### src/rtl/ifu_fetch.sv
// -----------------------------------------------------------------------------
// ifu_fetch -- instruction fetch unit
//
// Holds the program counter and fetches from instruction memory over a simple
// req/ack handshake. The fetched word is presented to the decoder and held
// until the datapath retires it. On retire the next PC is computed from the
// decoder's control outputs (jr, jump, npc_sel) and the ALU zero flag.
//
// Configuration macro: FETCH_ALIGN_CHECK_EN
//   defined   : a misaligned next PC traps into a sticky ERR state that raises
//               fetch_err and stops fetching until reset.
//   undefined : next PC bits [1:0] are forced to zero; fetch_err is tied 0.
//
// Ports
//   clk, rst_n          clock (rising edge), async active-low reset
//   imem_req/imem_addr  fetch request and address (= pc)
//   imem_ack/imem_rdata fetch completion and instruction word
//   instr/instr_valid   current instruction to the decoder and its valid flag
//   pc/pc_plus4         current instruction address and its link value
//   retire              datapath completed instr; advance the PC
//   jump/jr/npc_sel     decoder control for next-PC selection
//   zero                ALU equality flag for beq
//   rs_data             jr target
//   fetch_err           misaligned-target trap flag
// -----------------------------------------------------------------------------
module ifu_fetch #(
  parameter logic [31:0] RESET_PC = 32'h0000_3000
) (
  input  logic        clk,
  input  logic        rst_n,
  output logic        imem_req,
  output logic [31:0] imem_addr,
  input  logic        imem_ack,
  input  logic [31:0] imem_rdata,
  output logic [31:0] instr,
  output logic        instr_valid,
  output logic [31:0] pc,
  output logic [31:0] pc_plus4,
  input  logic        retire,
  input  logic        jump,
  input  logic        jr,
  input  logic        npc_sel,
  input  logic        zero,
  input  logic [31:0] rs_data,
  output logic        fetch_err
);

  localparam logic [1:0] ST_REQ  = 2'd0;
  localparam logic [1:0] ST_HOLD = 2'd1;
`ifdef FETCH_ALIGN_CHECK_EN
  localparam logic [1:0] ST_ERR  = 2'd2;
`endif

  logic [1:0]  state;
  logic [31:0] branch_off;
  logic [31:0] next_raw;
  logic [31:0] next_pc;

  assign pc_plus4   = pc + 32'd4;
  assign branch_off = {{14{instr[15]}}, instr[15:0], 2'b00};

  // Next-PC select; priority jr > jump > taken branch > sequential.
  // NOTE: every always_comb output gets a value on every path (here through
  // the final else) so no latch is inferred.
  always_comb begin
    if (jr)
      next_raw = rs_data;
    else if (jump)
      next_raw = {pc_plus4[31:28], instr[25:0], 2'b00};
    else if (npc_sel && zero)
      next_raw = pc_plus4 + branch_off;
    else
      next_raw = pc_plus4;
  end

`ifdef FETCH_ALIGN_CHECK_EN
  logic misaligned;
  assign next_pc    = next_raw;
  assign misaligned = |next_raw[1:0];
`else
  // Without the trap, a misaligned target is silently word-aligned.
  assign next_pc   = next_raw & 32'hFFFF_FFFC;
  assign fetch_err = 1'b0;
`endif

  // Request is masked by rst_n so it stays low for the whole reset interval
  // and rises as soon as reset is released.
  assign imem_req  = rst_n && (state == ST_REQ);
  assign imem_addr = pc;

  // NOTE: state registers use non-blocking assignments so every register
  // samples the pre-edge values of the others.
  always_ff @(posedge clk or negedge rst_n) begin
    if (!rst_n) begin
      state       <= ST_REQ;
      pc          <= RESET_PC;
      instr       <= 32'h0;
      instr_valid <= 1'b0;
`ifdef FETCH_ALIGN_CHECK_EN
      fetch_err   <= 1'b0;
`endif
    end else begin
      case (state)
        ST_REQ: begin
          if (imem_ack) begin
            instr       <= imem_rdata;
            instr_valid <= 1'b1;
            state       <= ST_HOLD;
          end
        end
        ST_HOLD: begin
          if (retire) begin
            instr_valid <= 1'b0;
`ifdef FETCH_ALIGN_CHECK_EN
            if (misaligned) begin
              state     <= ST_ERR;
              fetch_err <= 1'b1;
            end else begin
              pc    <= next_pc;
              state <= ST_REQ;
            end
`else
            pc    <= next_pc;
            state <= ST_REQ;
`endif
          end
        end
`ifdef FETCH_ALIGN_CHECK_EN
        ST_ERR: begin
          // Sticky until reset.
          state <= ST_ERR;
        end
`endif
        default: state <= ST_REQ;
      endcase
    end
  end

endmodule
### config.mk
export PLATFORM = sky130hd
export DESIGN_NAME = ifu_fetch
export DESIGN_NICKNAME = d
export VERILOG_FILES = /design/src/rtl/ifu_fetch.sv
export SDC_FILE = /design/constraint.sdc
export NUM_CORES = 1
export LEC_CHECK = 0
export ABC_CLOCK_PERIOD_IN_PS = 11200
export BUFFER_PORTS_ARGS = -buffer_cell sky130_fd_sc_hd__buf_2
export CORE_MARGIN = 4
export CORE_UTILIZATION = 40
export DETAILED_ROUTE_END_ITERATION = 8
export PLACE_DENSITY = 0.74
export SLEW_MARGIN = 20
export SYNTH_ARGS = -nofsm -noshare
export SYNTH_HDL_FRONTEND = slang
export SYNTH_SLANG_ARGS = --single-unit
### constraint.sdc
create_clock -name clk -period 11.2 [get_ports clk]
set_clock_uncertainty 0.1 [all_clocks]
set_input_delay 2.24 -clock clk [delete_from_list [all_inputs] [get_ports clk]]
set_output_delay 2.24 -clock clk [all_outputs]
set_load 0.02 [all_outputs]
# After elaboration in Yosys (flattened, before gate mapping)
# Index checks and enable logic that the tools add are counted.
[op_classes]
n_addsub = 2
eq_ne = 3
n_mux = 9
reduce_logical = 8
[op_table]
columns = ["operator", "count"]
rows = [
  ["32-bit two-way mux", 3],
  ["32-bit by 3-bit adder with 32-bit output (second input constant)", 1],
  ["32-bit adder", 1],
  ["2-bit AND reduction", 3],
  ["2-bit two-way mux", 2],
  ["2-bit != test (second input constant)", 2],
  ["2-bit case mux with 2 select lines", 1],
  ["3-bit AND reduction", 1],
  ["2-bit by 1-bit equality test with 1-bit output (second input constant)", 1],
  ["1-bit logical AND", 2],
  ["2-bit zero test", 1],
  ["1-bit two-way mux", 2],
  ["1-bit case mux with 2 select lines", 1],
  ["2-bit nonzero test", 1],
]
[totals]
ff_bits = 65
in_bits = 72
output_inout_bits = 131
elab_cells = 26

# Depth between registers and ports, before layout
# Gate-level depths: netlist of the first run.
[depth]
depth_word = 5
mapped_depth = 16
mapped_depth_nobuf = 15

# Least setup slack after synthesis of the first run
# OpenSTA, ideal clock, no wires.
[synth_timing]
kind = "input to output"
start = "input rst_n"
end = "output imem_req"
t_arrival_ps = 2567
required_ps = 8860
slack_ps = 6293
cell_stages = 1
n_path_buf = 0
path_cell_list = "nor2b_1"
[synth_between]
elab_chain_cells = 1
[synth_lines]
columns = ["item", "line_no", "rtl"]
rows = [
  ["from (decl)", "30", "input logic rst_n,"],
  ["1-bit logical AND", "88", "assign imem_req = rst_n && (state == ST_REQ);"],
  ["to (decl)", "31", "output logic imem_req,"],
]
# No other way between the ends.

# Worst setup path in the final report of the first run
# Ends and elaborated chain as after synthesis.

==> summary.md, run 1 <==
| Metric | Value |
|---|---|
| Status | `finished, final reports clean` |
| # IOs | `203` |
| Routed wire length | `19.4 mm` |
| Leak pwr | `3.31 nW` |
| Hold path startpoint | `instr[28]$_DFFE_PN0P_` |
| DRC viols | `0` |
| Mapped Area | `5630 um2` |
| Area grow syn2layout | `21.7%` |
| Clock-pin transition on the worst setup and hold timing paths | `0.06 ns` |
| Diodes inserted | `0` |
| Synth top cells by count | `nand2_1 (72), dfrtp_1 (61), nor2_1 (61), a21oi_1 (51), o21ai_0 (43)` |
| I/O Buffers | `193` |
| Post-route antenna net violation count | `0` |
| Fin crit period | `5.56 ns` |
| Post-CTS setup buffer count | `0` |
| Initial antenna violation count | `1` |
| First-pass GRT wire length | `29.6 mm` |
| Worst setup startpoint | `rst_n` |
| Worst reg2reg path startpoint | `imem_addr[2]$_DFFE_PN0P_` |
| Finished Layout Cells | `1016` |
| Number of DRC markers in iteration 0 | `432` |
| Synth warnings | `0` |
| Initial core utilization | `40.7%` |
| CP arrival | `3.22 ns` |
| Worst hold path type | `reg -> reg` |
| Number of flops mapped to enable cells by yosys | `0` |
| Routed len/inst | `19.1 um` |
| Synth Area in Simple Gates | `19.9%` |
| # nets final | `940` |
| H-tree depth | `3` |
| CTS tree | `yes` |
| RSZ-0062 raised after global routing | `no` |
| Period utilisation layout | `49.7%` |
| Async SR Flop Fraction | `100%` |
| Post-Synthesis Cells | `683` |
| Multi-input logic area | `3640 um2` |
| Synthesized area per cell | `8.25 um2` |
| CP most frequent cell | `buf_2` |
| Worst slew pin tran | `0.985 ns` |
| Max_cap viols | `0` |
| CP bufs+invs | `2` |
| Post-CTS sizing | `0` |
| CP endpoint kind | `primary output` |
| Sequential area share after synthesis | `28.0%` |
| Setup TNS | `0 ns` |
| Height of the die | `127 um` |
| Pin count of the biggest net entering global routing | `40` |
| Startpoint types | `input port` |
| Peak VDD IR | `0.000127 V` |
| Final Max Tran Viols | `0` |
| Total design power | `1.76 mW` |
| CP cell instances | `buf_2, nor2b_1, buf_2` |
| Die Width | `127 um` |
| Vias per cell | `5.59` |
| Fmax | `0.180 GHz` |
| CTS max path bufs | `2` |
| CP max FO | `32` |
| Cell family with most CP delay | `buffers and inverters` |
| Crit-path slowest cell | `buf_2` |
| Top FF cell, synth | `dfrtp_1` |
| Yosys top cell by area | `dfrtp_1` |
| Required time worst endpoint | `8.86 ns` |
| Clk root buf | `clkbuf_16` |
| Die Footprint | `16000 um2` |
| Final Wtd Congestion | `0.915` |
| Total routing usage reported by global routing | `23.7%` |
| Top-count cell post-synth | `nand2_1` |
| First drt pass iteration count | `5` |
| FP Rows | `43` |
| Multiplexer area fraction after synthesis | `7.80%` |
| # setup viols final | `0` |
| Top cell type's share of synthesized area | `27.1%` |
| Final hold viol count | `0` |
| Vias in the first global route | `5319` |
| Fill cells | `1387` |
| Final hold slack | `0.403 ns` |
| DP HPWL | `14.6 mm` |
| Worst-Skew Late Latency | `0.34 ns` |
| Crit path kind | `in -> out` |
| Main combinational cell family by area after synthesis | `compound AO/OA/AOI/OAI gates` |
| Adder-Cell Fraction of Synth Area | `8.35%` |
| CTS buffer count | `9` |
| Register area | `1580 um2` |
| Grt ovf | `0` |
| CTS Sinks | `63` |
| Final Util | `49.6%` |
| Largest cells by area after synthesis | `dfrtp_1 (27%), ha_1 (8.0%), mux2_2 (6.2%)` |
| Synth unique cells | `65` |
| Synth Register Bits | `63` |
| Hold buffer count at cts | `0` |
| Synth Area in Compound Gates | `20.7%` |
| Xor/xnor cell area share of the yosys netlist | `7.31%` |
| Via Count | `5682` |
| Slew HR | `34.3%` |
| Crit-path max cell delay | `0.60 ns` |
| Cells after DPL | `1000` |
| Core area | `13800 um2` |
| Ratio of cells with drive above 1 in the final layout | `31.1%` |
| Power per Cell Area | `257 nW/um2` |
-- final cells by class --
class,count,area share [%]
inverter,12,0.657
timing repair buffer,200,14.9
tap,180,3.29
clock buffer,10,3.49
clock inverter,6,1.57
sequential,63,23.0
multi-input combinational,545,53.1
-- power by group --
group	internal, mW	total, mW	switching, mW
Combinational	0.401	1.03	0.627
Clock	0.223	0.334	0.112
Sequential	0.291	0.397	0.107
Total	0.914	1.76	0.845
-- layout by cell type (no fill, tap or decap), types with 3 or more instances in the layout --
cell type	count
nand4_1	12
o211ai_1	7
nand2b_1	6
xor2_1	19
and4_1	4
a31oi_1	6
nor2_1	61
ha_1	36
and3_1	16
o31ai_1	3
clkbuf_16	9
o21ai_0	43
nor3_1	10
nand3b_1	3
bufinv_16	3
o21a_1	7
nand3_1	24
a21boi_0	3
dfrtp_1	61
buf_4	7
mux2i_1	9
and2_1	3
xnor2_1	28
a21o_1	14
or2_2	3
conb_1	7
a21oi_1	51
nand2_1	72
nor2b_1	4
a311oi_1	3
buf_2	193
or3_1	3
a211oi_1	14
inv_1	12
a221oi_1	3
o21bai_1	6
mux2_2	31
-- metrics by stage --
stage	worst slack, ns	instance area, um2
floorplan	6.29	5660
global placement	5.57	6510
detailed placement	5.58	6510
CTS	5.57	6850
global route	5.43	6850
finish	5.64	6850
-- registers in the layout, indices dropped and copies added, names as in the netlist --
name,count
imem_addr,30
instr,32
instr_valid,1
-- metal layers --
| layer | share of wire (%) | track usage, % |
|---|---|---|
| met2 | 45 | 36.7 |
| met4 | 1.2 | 6.25 |
| met3 | 9.1 | 5.73 |
| met5 | 0.067 | 0 |
| met1 | 45 | 33.3 |
-- worst paths after layout --
kind                                             end  slack, ns  cells past startpoint
hold / removal                 instr[28]$_DFFE_PN0P_       0.40                      1
max in group asynchronous  imem_addr[13]$_DFFE_PN1P_       8.13                      2
setup reg to reg           imem_addr[31]$_DFFE_PN0P_       6.12                     15
hold reg to reg                instr[28]$_DFFE_PN0P_       0.40                      1
min in group asynchronous       instr[7]$_DFFE_PN0P_       1.88                      1
setup / recovery                            imem_req       5.64                      3
-- logic make-up after synthesis --
logic type                 Yosys count
and+or+nand+nor                    232
AOI/OAI and AO/OA                  182
buffers and inverters               81
DFF                                 63
xor gates and xnor gates            47
muxes                               40
adders and majority gates           37
other                                1
(Power assumes the default switching activity.)
==> run 2, diff against run 1 <==
- ABC_CLOCK_PERIOD_IN_PS: 11200 -> 5090
- PLACE_DENSITY: 0.74 -> 0.76
- clock period: 11.2 -> 5.09 ns (I/O delays scaled with it)
==> run 2 against run 1 <==
  * Non-clock buffer count rose by 3
  * First-iteration DRC count fell by 2.5%
  * Flip-flop and latch count did not move
  * Die area did not move
  * Worst hold slack improved by 0.00082 ns
  * Utilization barely moved
  * Cell count rose by 0.30%
  * Sequential power rose by 120%
  * Clock-buffer cell count fell by 1
  * Critical endpoint is now imem_addr[31]$_DFFE_PN0P_
  * Largest cell class unchanged
==> summary.md, run 2 (synthesis gave the netlist of run 1 again) <==
| Metric | Value |
|---|---|
| Status | `finished, final reports clean` |
| Number of DRC markers in iteration 0 | `421` |
| CTS tree | `yes` |
| RSZ-0062 raised after global routing | `no` |
| Final Wtd Congestion | `0.929` |
| Required time worst endpoint | `5.21 ns` |
| First drt pass iteration count | `6` |
| Finished Layout Cells | `1019` |
| Vias in the first global route | `5278` |
| Diodes inserted | `0` |
| Place WS | `0.585 ns` |
| CTS buffer count | `9` |
| Cells after DPL | `1003` |
| Hold buffer count at cts | `0` |
| I/O Buffers | `193` |
| Final Util | `49.6%` |
| Die Footprint | `16000 um2` |
| Initial core utilization | `40.7%` |
| Register area | `1580 um2` |
| DRC viols | `0` |
| Most common cell after layout, fill and taps aside | `buf_2` |
| Clk root buf | `clkbuf_16` |
| Setup slack after layout | `0.505 ns` |
| # setup viols final | `0` |
| Fmax | `0.218 GHz` |
| Via Count | `5710` |
| Multi-input logic area | `3640 um2` |
| Design area | `6850 um2` |
| Fill cells | `1385` |
| # nets final | `943` |
| CP arrival | `4.70 ns` |
| Vias per cell | `5.60` |
| Largest register FFs | `32` |
| Die Width | `127 um` |
| Pin count of the biggest net entering global routing | `40` |
| Grt ovf | `0` |
| Worst-Skew Late Latency | `0.35 ns` |
| CTS Sinks | `63` |
| Routed wire length | `19.3 mm` |
| Slew HR | `31.2%` |
| Worst hold path type | `reg -> reg` |
| CP max FO | `7` |
| Startpoint types | `flop` |
| H-tree depth | `3` |
| Final Max Tran Viols | `0` |
| Routed len/inst | `18.9 um` |
| Peak VDD IR | `0.000285 V` |
| Leak pwr | `3.31 nW` |
| # IOs | `203` |
| FP Rows | `43` |
| CTS max path bufs | `2` |
| Area grow syn2layout | `21.6%` |
| Post-route antenna net violation count | `0` |
| Crit path kind | `reg -> reg` |
| Worst slew pin tran | `1.03 ns` |
| Total design power | `3.82 mW` |
| DP HPWL | `14.8 mm` |
| Most frequent cells in the layout | `buf_2 (193), nand2_1 (72), nor2_1 (61), dfrtp_1 (61), a21oi_1 (51)` |
| Top reg by flops | `instr` |
| Post-CTS sizing | `0` |
| Height of the die | `127 um` |
| Final hold slack | `0.404 ns` |
| Power per Cell Area | `557 nW/um2` |
| Reg2reg setup slack | `0.51 ns` |
| Ratio of cells with drive above 1 in the final layout | `31.3%` |
| Clock-pin transition on the worst setup and hold timing paths | `0.06 ns` |
| Fin crit period | `4.58 ns` |
| Post-CTS setup buffer count | `0` |
| Final hold viol count | `0` |
| CP endpoint kind | `flop` |
| Core area | `13800 um2` |
| First-pass GRT wire length | `29.8 mm` |
| Total routing usage reported by global routing | `23.6%` |
| Setup TNS | `0 ns` |
| Initial antenna violation count | `0` |
| Period utilisation layout | `90.1%` |
| Placed inst area | `6530 um2` |
| Max_cap viols | `0` |
run 2: cell count changes in the layout (fill, tap and decap cells not counted):
cell,previous run,this run
clkbuf_8,1,0
buf_4,7,10
bufinv_16,3,2
clkinvlp_4,1,2
clkinv_4,0,2
clkinv_2,2,1
run 2: worst paths after layout:
check,cells after the start,from,to
worst max register to register,14,imem_addr[8]$_DFFE_PN0P_,imem_addr[31]$_DFFE_PN0P_
worst min-delay path,1,instr[31]$_DFFE_PN0P_,instr[31]$_DFFE_PN0P_
max in group asynchronous,3,rst_n,imem_addr[13]$_DFFE_PN1P_
min in group asynchronous,2,rst_n,instr[31]$_DFFE_PN0P_
worst max-delay path,14,imem_addr[8]$_DFFE_PN0P_,imem_addr[31]$_DFFE_PN0P_
worst min register to register,1,instr[31]$_DFFE_PN0P_,instr[31]$_DFFE_PN0P_
run 2: area by class of cell:
class,instances,area share (%)
flip-flops and latches,63,23.0
clock inverters,7,1.42
repair buffers,203,15.2
clock buffers,9,3.29
inverters,12,0.657
multi-input cells,545,53.1
well taps,180,3.29
run 2: worst max-delay path, stage by stage, from the launching register on:
cell and delay [ns]:
dfrtp_1 0.49, nand4_2 0.17, or4b_1 0.71, nor3_4 0.21, and3_1 0.22, xor2_1 0.36
ha_1 0.37, and3_1 0.21, and3_1 0.21, a211oi_1 0.24, a21oi_1 0.17, o41ai_1 0.46
mux2i_1 0.28, xnor2_1 0.14, o211ai_1 0.09
run 2: routing by layer:
metal | vias to the layer above | global-route usage [%] | routed length (um)
met1 | 2702 | 32.9 | 8830
met4 | 0 | 6.94 | 327
met2 | 245 | 36.9 | 8670
met5 | - | 0 | 0
li1 | 2738 | - | -
met3 | 25 | 4.88 | 1480
run 2: report_power, final:
part           total [mW]  internal [mW]  switching, mW
clock               0.682          0.429          0.252
combinational        2.28          0.877           1.40
sequential          0.855          0.640          0.215
total                3.82           1.95           1.87
==> run 3, diff against run 2 <==
- PLACE_DENSITY: 0.76 -> 0.74
==> run 3 against run 2 <==
  * Cell count is 0.20% higher
  * Routed wire length is 3.1% higher
  * Combinational power hardly changed
  * Critical path depth is 1 higher
==> summary.md, run 3 (synthesis gave the netlist of run 1 again) <==
| Metric | Value |
|---|---|
| Post-route antenna net violation count | `0` |
| Total design power | `3.85 mW` |
| Crit-path slowest cell | `dfrtp_1` |
| Crit-path max cell delay | `0.47 ns` |
| CTS Sinks | `63` |
| Routed len/inst | `19.5 um` |
| Cells after DPL | `1005` |
| I/O Buffers | `193` |
| CP endpoint kind | `flop` |
| Ratio of cells with drive above 1 in the final layout | `31.4%` |
| Place WS | `0.670 ns` |
| Startpoint types | `flop` |
| Multi-input logic area | `3640 um2` |
| Height of the die | `127 um` |
| Initial antenna violation count | `2` |
| Total routing usage reported by global routing | `24.1%` |
| Period utilisation layout | `87.9%` |
| Fin crit period | `4.47 ns` |
| Worst setup startpoint | `imem_addr[2]$_DFFE_PN0P_` |
| CTS buffer count | `9` |
| Core area | `13800 um2` |
| Crit path kind | `reg -> reg` |
| Reg2reg setup slack | `0.62 ns` |
| First-pass GRT wire length | `30.3 mm` |
| Most common cell after layout, fill and taps aside | `buf_2` |
| Diodes inserted | `0` |
| Grt ovf | `0` |
| Post-CTS sizing | `0` |
| Final Wtd Congestion | `0.929` |
| Fill cells | `1364` |
| Setup slack after layout | `0.618 ns` |
| First drt pass iteration count | `6` |
| Setup TNS | `0 ns` |
| Top reg by flops | `instr` |
| Worst reg2reg path startpoint | `imem_addr[2]$_DFFE_PN0P_` |
| # nets final | `945` |
| CP arrival | `4.58 ns` |
| FP Rows | `43` |
| H-tree depth | `3` |
| Final hold slack | `0.389 ns` |
| Initial core utilization | `40.7%` |
| RSZ-0062 raised after global routing | `no` |
| CP cell instances | `ha_1, nand4_1, nor3_1, buf_4, nand3_1, xnor2_1, ha_1, a21oi_1, o21ai_0, a221oi_1, a21oi_1, o41ai_1, mux2i_1, xnor2_1, o211ai_1` |
| Largest register FFs | `32` |
| Vias in the first global route | `5359` |
| DP HPWL | `15.1 mm` |
| Vias per cell | `5.62` |
| Clk root buf | `clkbuf_16` |
| Fmax | `0.224 GHz` |
| Final Max Tran Viols | `0` |
| Slew HR | `32.8%` |
| Power per Cell Area | `561 nW/um2` |
| Leak pwr | `3.32 nW` |
| Final hold viol count | `0` |
| Post-CTS setup buffer count | `0` |
| Max_cap viols | `0` |
| Worst slew pin tran | `1.01 ns` |
| Via Count | `5742` |
| Hold buffer count at cts | `0` |
| Peak VDD IR | `0.000249 V` |
| CTS tree | `yes` |
| Status | `finished, final reports clean` |
| Worst hold path type | `in -> async` |
| Register area | `1580 um2` |
| Pin count of the biggest net entering global routing | `63` |
| Capturing point of the worst reg2reg path | `imem_addr[31]$_DFFE_PN0P_` |
| Worst-Skew Late Latency | `0.34 ns` |
| DRC viols | `0` |
| # setup viols final | `0` |
| # IOs | `203` |
| Cell count of the worst reg-to-reg path | `15` |
| Required time worst endpoint | `5.20 ns` |
| Critical Path Sink | `imem_addr[31]$_DFFE_PN0P_` |
| CP max FO | `9` |
| Number of DRC markers in iteration 0 | `372` |
| Die Width | `127 um` |
| CTS max path bufs | `2` |
| Finished Layout Cells | `1021` |
| Most frequent cells in the layout | `buf_2 (193), nand2_1 (72), nor2_1 (61), dfrtp_1 (61), a21oi_1 (51)` |
| Area grow syn2layout | `21.9%` |
| Clock-pin transition on the worst setup and hold timing paths | `0.06 ns` |
| Routed wire length | `19.9 mm` |
| Die Footprint | `16000 um2` |
==> run 3: cell types whose count changed in the layout (fill, tap and decap cells not counted), sizes merged <==
cell,delta
buf,+2
clkinv,-1
clkinvlp,-1
clkbuf,+2
==> run 3: metrics by stage <==
| stage | area [um2] | utilization, % |
|---|---|---|
| finish | 6870 | 49.7 |
| global route | 6870 | 49.7 |
| CTS | 6870 | 49.7 |
| detailed placement | 6540 | 47.3 |
| global placement | 6540 | 47.3 |
| floorplan | 5660 | - |
==> run 3: area by class of cell <==
cell class	instances	share of cell area [%]
Multi-Input combinational cell	545	53.0
Clock buffer	11	3.53
Clock inverter	5	1.18
Timing Repair Buffer	205	15.4
Sequential cell	63	23.0
Inverter	12	0.656
Tap cell	180	3.28
==> run 3: worst min path at each step <==
stage / slack [ns] / endpoint / depth (start not counted)
CTS: 0.38 / instr[31]$_DFFE_PN0P_ / 1
finish: 0.39 / instr[31]$_DFFE_PN0P_ / 1
global placement: 0.39 / instr[31]$_DFFE_PN0P_ / 1
global route: 0.38 / instr[31]$_DFFE_PN0P_ / 1
detailed placement: 0.39 / instr[30]$_DFFE_PN0P_ / 1
floorplan: 0.43 / imem_addr[12]$_DFFE_PN1P_ / 2
==> run 3: worst max-delay path, delay by kind of cell (launching register included) <==
kind,cells,cell delay [ns]
AND/OR/NAND/NOR,3,0.59
adder cells (fa/ha/maj),2,0.65
flip-flops,1,0.47
XOR/XNOR,2,0.41
multiplexers,1,0.29
buffers and inverters,1,0.19
AO/OA/AOI/OAI,6,1.62
==> run 3: metal layers <==
metal	vias to the layer above	global-route usage, %	share of wire, %	wire (um)
li1	2741	-	-	-
met1	2720	33.8	46	9180
met2	244	36.2	44	8690
met3	33	6.02	8.0	1590
met4	4	8.58	2.2	432
met5	-	0	0.15	29
==> run 3: where the power goes <==
part	switching, mW	internal, mW
Sequential	0.220	0.640
Combinational	1.42	0.888
Clock	0.245	0.442
